==> config.mk <==
export PLATFORM = sky130hd
export DESIGN_NAME = key_entry
export DESIGN_NICKNAME = d
export VERILOG_FILES = /design/src/rtl/key_pkg.sv /design/src/rtl/key_entry_debounce.sv /design/src/rtl/key_entry.sv
export SDC_FILE = /design/constraint.sdc
export NUM_CORES = 1
export LEC_CHECK = 0
export BUFFER_PORTS_ARGS = -buffer_cell sky130_fd_sc_hd__buf_2
export CORE_MARGIN = 8
export CORE_UTILIZATION = 52
export DETAILED_ROUTE_END_ITERATION = 8
export PLACE_DENSITY_LB_ADDON = 0.08
export SLEW_MARGIN = 20
export SYNTH_ARGS = -nofsm -noshare
export SYNTH_HDL_FRONTEND = slang
export SYNTH_SLANG_ARGS = --single-unit
==> constraint.sdc <==
create_clock -name clk -period 2.1 [get_ports clk]
set_input_delay 0.105 -clock clk [delete_from_list [all_inputs] [get_ports clk]]
set_output_delay 0.105 -clock clk [all_outputs]
set_load 0.02 [all_outputs]
==> src/rtl/key_pkg.sv <==
// Shared keypad definitions: one-hot key constants, digit type, keypad FSM states.
// Pure definitions, no logic and no latency.
// Imported by key_entry and by the downstream guess comparator.
package key_pkg;

    // One-hot keypad lines: bits0..8 = digits 1..9, bit9 = '*', bit10 = digit 0, bit11 = '#'
    localparam logic [11:0] KEY_1    = 12'h001;
    localparam logic [11:0] KEY_2    = 12'h002;
    localparam logic [11:0] KEY_3    = 12'h004;
    localparam logic [11:0] KEY_4    = 12'h008;
    localparam logic [11:0] KEY_5    = 12'h010;
    localparam logic [11:0] KEY_6    = 12'h020;
    localparam logic [11:0] KEY_7    = 12'h040;
    localparam logic [11:0] KEY_8    = 12'h080;
    localparam logic [11:0] KEY_9    = 12'h100;
    localparam logic [11:0] KEY_STAR = 12'h200;
    localparam logic [11:0] KEY_0    = 12'h400;
    localparam logic [11:0] KEY_HASH = 12'h800;

    typedef logic [3:0] digit_t;

    typedef enum logic [1:0] {
        K_IDLE,
        K_DEB,
        K_PRESS,
        K_REL
    } kstate_t;

    // More than one key line set at once
    function automatic logic is_multi(input logic [11:0] p);
        return (p & (p - 12'd1)) != 12'd0;
    endfunction

    // Exactly one line set and it is a digit (not '*' or '#')
    function automatic logic is_digit(input logic [11:0] p);
        return !is_multi(p) && ((p & ~(KEY_STAR | KEY_HASH)) != 12'd0);
    endfunction

    // One-hot digit pattern to 0..9; KEY_0 falls through to 0
    function automatic digit_t key_to_digit(input logic [11:0] p);
        digit_t d;
        d = 4'd0;
        for (int i = 0; i < 9; i++) begin
            if (p[i]) d = digit_t'(i + 1);
        end
        return d;
    endfunction

endpackage

==> src/rtl/key_entry_debounce.sv <==
// Single-line debouncer: 2-flop synchronizer, stability counter, one-cycle falling-edge pulse.
// Latency: 2 sync cycles + DEBOUNCE_CYCLES samples before the stable level moves; fall is registered.
// No backpressure: the pulse is a fire-and-forget event.
module debounce_1b #(
    parameter int   DEBOUNCE_CYCLES = 16,
    parameter logic RESET_VAL       = 1'b1
) (
    input  logic clk,
    input  logic reset,
    input  logic din,
    output logic fall
);

    localparam int CNT_W = $clog2(DEBOUNCE_CYCLES + 1);
    localparam logic [CNT_W-1:0] CNT_MAX = CNT_W'(DEBOUNCE_CYCLES - 1);

    logic             sync_1;
    logic             sync_2;
    logic             level;
    logic [CNT_W-1:0] cnt;

    // Two-flop synchronizer; resets to the idle level so no edge appears on release
    always_ff @(posedge clk or posedge reset) begin
        if (reset) begin
            sync_1 <= RESET_VAL;
            sync_2 <= RESET_VAL;
        end else begin
            sync_1 <= din;
            sync_2 <= sync_1;
        end
    end

    // Level follows the synced input only after DEBOUNCE_CYCLES consecutive differing samples
    always_ff @(posedge clk or posedge reset) begin
        if (reset) begin
            cnt   <= '0;
            level <= RESET_VAL;
            fall  <= 1'b0;
        end else begin
            fall <= 1'b0;
            if (sync_2 != level) begin
                if (cnt == CNT_MAX) begin
                    level <= sync_2;
                    cnt   <= '0;
                    fall  <= ~sync_2;
                end else begin
                    cnt <= cnt + 1'b1;
                end
            end else begin
                cnt <= '0;
            end
        end
    end

endmodule

==> src/rtl/key_entry.sv <==
// Keypad entry: debounces keypad + confirm button, stores one digit, offers it as a guess.
// Latency: stable key to key_held = 2 + DEBOUNCE_CYCLES + 1 cycles; confirm to guess_valid = 1 cycle.
// Backpressure: guess held until guess_ready; confirms while a guess is pending are dropped.
// ENTER_KEY_EN: when defined, an accepted lone '#' also acts as a confirm.
module key_entry
    import key_pkg::*;
#(
    parameter int DEBOUNCE_CYCLES = 16
) (
    input  logic        clk,
    input  logic        reset,
    input  logic [11:0] key,
    input  logic        push_0,
    output logic [11:0] key_save,
    output logic [3:0]  key_num,
    output logic        key_held,
    output logic        multi_key,
    output logic        guess_valid,
    output logic [3:0]  guess,
    input  logic        guess_ready
);

    localparam int CNT_W = $clog2(DEBOUNCE_CYCLES + 1);
    localparam logic [CNT_W-1:0] CNT_MAX = CNT_W'(DEBOUNCE_CYCLES - 1);

    logic [11:0]      key_sync_1;
    logic [11:0]      key_sync;
    kstate_t          state;
    kstate_t          state_next;
    logic [11:0]      cand;
    logic [11:0]      cand_next;
    logic [CNT_W-1:0] cnt;
    logic [CNT_W-1:0] cnt_next;
    logic             key_accept;
    logic             rel_done;
    logic             push_fall;
    logic             confirm;
    logic             hs_done;

    // Two-flop synchronizer on the raw keypad lines
    always_ff @(posedge clk or posedge reset) begin
        if (reset) begin
            key_sync_1 <= '0;
            key_sync   <= '0;
        end else begin
            key_sync_1 <= key;
            key_sync   <= key_sync_1;
        end
    end

    // Keypad FSM state, candidate pattern and shared debounce counter
    always_ff @(posedge clk or posedge reset) begin
        if (reset) begin
            state <= K_IDLE;
            cand  <= '0;
            cnt   <= '0;
        end else begin
            state <= state_next;
            cand  <= cand_next;
            cnt   <= cnt_next;
        end
    end

    // Whole-pattern debounce: a pattern is accepted only if it stays identical; release needs a stable zero run
    always_comb begin
        state_next = state;
        cand_next  = cand;
        cnt_next   = cnt;
        key_accept = 1'b0;
        rel_done   = 1'b0;
        case (state)
            K_IDLE: begin
                if (key_sync != 12'd0) begin
                    state_next = K_DEB;
                    cand_next  = key_sync;
                    cnt_next   = '0;
                end
            end
            K_DEB: begin
                if (key_sync == cand) begin
                    if (cnt == CNT_MAX) begin
                        key_accept = 1'b1;
                        state_next = K_PRESS;
                        cnt_next   = '0;
                    end else begin
                        cnt_next = cnt + 1'b1;
                    end
                end else begin
                    state_next = K_IDLE;
                    cnt_next   = '0;
                end
            end
            K_PRESS: begin
                // The zero sample that leaves PRESS counts as the first of the release run
                if (key_sync == 12'd0) begin
                    state_next = K_REL;
                    cnt_next   = CNT_W'(1);
                end
            end
            K_REL: begin
                if (key_sync != 12'd0) begin
                    state_next = K_PRESS;
                    cnt_next   = '0;
                end else if (cnt == CNT_MAX) begin
                    rel_done   = 1'b1;
                    state_next = K_IDLE;
                    cnt_next   = '0;
                end else begin
                    cnt_next = cnt + 1'b1;
                end
            end
            default: begin
                state_next = K_IDLE;
                cnt_next   = '0;
            end
        endcase
    end

    debounce_1b #(
        .DEBOUNCE_CYCLES (DEBOUNCE_CYCLES),
        .RESET_VAL       (1'b1)
    ) u_push_deb (
        .clk   (clk),
        .reset (reset),
        .din   (push_0),
        .fall  (push_fall)
    );

`ifdef ENTER_KEY_EN
    // '#' and push_0 merge into one event, so a coincident pair yields a single guess
    assign confirm = push_fall | (key_accept & (cand == KEY_HASH));
`else
    assign confirm = push_fall;
`endif

    assign hs_done = guess_valid & guess_ready;

    // Stored digit and multi-key flag; a new digit wins over the post-handshake clear
    always_ff @(posedge clk or posedge reset) begin
        if (reset) begin
            key_save  <= '0;
            key_num   <= '0;
            key_held  <= 1'b0;
            multi_key <= 1'b0;
        end else begin
            if (key_accept && is_multi(cand)) begin
                multi_key <= 1'b1;
            end else if (rel_done) begin
                multi_key <= 1'b0;
            end

            if (key_accept && is_digit(cand)) begin
                key_save <= cand;
                key_num  <= key_to_digit(cand);
                key_held <= 1'b1;
            end else if ((key_accept && (cand == KEY_STAR)) || hs_done) begin
                key_save <= '0;
                key_num  <= '0;
                key_held <= 1'b0;
            end
        end
    end

    // Guess handshake; uses the digit stored before any same-cycle acceptance
    always_ff @(posedge clk or posedge reset) begin
        if (reset) begin
            guess_valid <= 1'b0;
            guess       <= '0;
        end else if (hs_done) begin
            guess_valid <= 1'b0;
        end else if (confirm && key_held && !guess_valid) begin
            guess_valid <= 1'b1;
            guess       <= key_num;
        end
    end

endmodule

==> qor.yml <==
final_common_cell: "dfrtp_1"
final_util_pct: 71.9
routedWlPerCell_microns: 15.1
fp.coreArea_sq_mm: 0.00592
drt-initial-drc-count: 114
ir_worst_vdd_v: 0.000640
relSlewSlack_pct: 59.3
ant_nets: 0
route.met2.wl_microns: 3380
critical_path_class: "reg2reg"
cp_cell_sequence: "or4_4 > o22a_1 > a311oi_2 > buf_4 > and4bb_2 > nor3b_1 > a21o_1"
violations: "negative setup slack"
final_cell_area_sq_mm: 0.00426
worst_pin_slew_ns: 0.610
clkLatencyLatePin_ns: 0.35
p_leak_nw: 1.99
gp_congestion: 0.826
worstSetupStartpointType: "flip-flop"
async_flop_share_pct: 100
io_pins: 39
status: "complete, but fails checks"
path_clk_slew_ns: 0.08
grt_pass1_wl_microns: 11600
dp_hpwl_microns: 4670
timing.hold.ws_ns: 0.351
die_x_microns: 94.2
antenna_found_initial: 0
synth-seq-cells: 75
top_layer_used: "met4"
grt_max_degree: 48
start_util_pct: 53.8
drt-met1-wl_microns: 3050
design.die.area_sq_mm: 0.00888
vias: 2388
setup_violations: 18
gr-total-overflow: 0
cts_tree: "yes"
layout_common_cells: "dfrtp_1 (71), buf_4 (41), buf_2 (38)"
synth_edf_count: 0
layout.area.seq_sq_mm: 0.00188
cts-buffers-inserted: 9
ys_seq_area_share_pct: 59.1
syn-cell-area_sq_mm: 0.00318
cp_max_fo: 5
vias_per_cell: 5.26
syn2layout_area_growth_pct: 33.8
yosys.area.top_type: "dfrtp_1"
fillers: 432
synth_fp_nets: 298
multi_input_area_sq_mm: 0.00127
ys_top_cells_by_area: "dfrtp_1 (57%), mux2_2 (4.2%), xnor2_1 (4.1%)"
yosysWarnings: 0
synth_ff_type: "dfrtp_1"
yosysUniqueCellTypes: 45
arrival_ns: 2.52
clockBufferDepth: 2
drc: 0
avgSynthCellArea_sq_um: 11.4
htreeDepth: 3
finClkSkew_ns: 0.0109
nNetsFinal: 392
worst_path_max_delay_cell: "or4_4"
drv_cap: 0
p_total_w: 0.00299
fin_crit_sh_pct: 109
dr_wl_met3_microns: 321
power-per-cell-area_mw_per_mm2: 703
antenna_cells: 0
clock-sinks: 75
io_buffer_count: 38
grt_usage_pct: 16.8
rsz0062_at_grt: "true"
required_ns: 2.34
grt_pass1_vias: 2511
slowest_delay_ns: 0.60
slew_viol_final: 0
die_y_microns: 94.2
setup_slack_ns: -0.179
max_freq_mhz: 439
drive_above_1_share_pct: 38.3
endpoint_kind: "flip-flop"
clock-root-buffer: "clkbuf_8"
dr.pass1.iters: 6
hold_viol: 0
placementRows: 28
fin_crit_ns: 2.28
netlist.area_leader.share_pct: 56.6
min_path_type: "reg2reg"
syn-instance-count: 280
finalWirelength_microns: 6850
placed_area_sq_mm: 0.00372
[per-stage QoR]
step	worst slack, ns	cells	TNS, ns
2_1_floorplan	-0.123	280	-1.11
6_report	-0.179	454	-2.30
5_1_grt	-0.272	454	-4.25
4_1_cts	-0.169	453	-2.37
3_3_place_gp	-0.133	418	-1.61
3_5_place_dp	-0.207	418	-2.59
[cell type report]
type	count	area share [%]
clock buffer	10	3.23
tap	75	2.20
sequential	75	44.2
inverter	19	1.67
multi-input combinational	169	29.8
clock inverter	6	1.67
timing repair buffer	100	17.2
[worst max-delay path, delay by kind of cell (launching register included)]
| kind | cells | cell delay, ns |
|---|---|---|
| buffers and inverters | 1 | 0.17 |
| AO/OA/AOI/OAI | 3 | 0.63 |
| flip-flops | 1 | 0.42 |
| AND/OR/NAND/NOR | 3 | 0.96 |
[repair_timing]
item | CTS | global route
cloned | 1 | 0
setup endpoints to repair | 17 | 22
pin swaps | 4 | 8
buffers inserted | 3 | 1
gates resized for setup | 3 | 25
hold endpoints to repair | 39 | 0
hold buffers | 15 | 0
[Yosys cell counts (all sizes together) (4+ instances only)]
library cell and n:
buf 7, nand4 5, nand2 25, a21o 4
clkbuf 11, nor4 5, nor3b 5, nor2 8
mux2 12, or4 4, a21oi 7, o21ai 12
inv 19, nand3 9, o31ai 13, dfrtp 72
nor3 7, xnor2 15
[where the power goes]
part           leakage (nW)  internal (W)  switching (W)
registers             0.936       0.00151      0.0000451
logic                 0.950      0.000144       0.000150
clock network        0.0995      0.000591       0.000556
total                  1.99       0.00224       0.000751
[kinds of logic after synthesis]
| logic type | Yosys count | synth area share [%] |
|---|---|---|
| compound gates | 54 | 12.0 |
| xor+xnor | 15 | 4.13 |
| fa+ha+maj | 3 | 1.10 |
| buf+inv | 37 | 5.23 |
| flops | 75 | 59.1 |
| mux | 12 | 4.25 |
| simple gates | 84 | 14.2 |
[flip-flops by register name, summed over array words and instances (netlist names)]
signal             count
cand                  12
cnt                    5
guess                  4
guess_valid            1
key_held               1
key_num                4
key_save              12
key_sync              12
key_sync_1            12
multi_key              1
state                  2
u_push_deb.cnt         5
u_push_deb.fall        1
u_push_deb.level       1
u_push_deb.sync_1      1
u_push_deb.sync_2      1
[final timing paths]
| path | from | to | slack (ns) | cells past startpoint |
|---|---|---|---|---|
| setup / recovery | cand[4] | key_num[0] | -0.18 | 7 |
| hold / removal | key_sync_1[4] | key_sync[4] | 0.35 | 0 |
| setup reg to reg | cand[4] | key_num[0] | -0.18 | 7 |
| hold reg to reg | key_sync_1[4] | key_sync[4] | 0.35 | 0 |
| max in group asynchronous | reset | key_save[8] | 1.07 | 4 |
| min in group asynchronous | reset | key_save[3] | 0.37 | 3 |
[routing by layer]
metal  vias up  GRT usage, %
met2        45          26.4
met5         -             0
met3         8          6.16
li1       1177             -
met1      1158          20.5
met4         0          6.08
No activity file was read; power rests on OpenSTA's default activity.
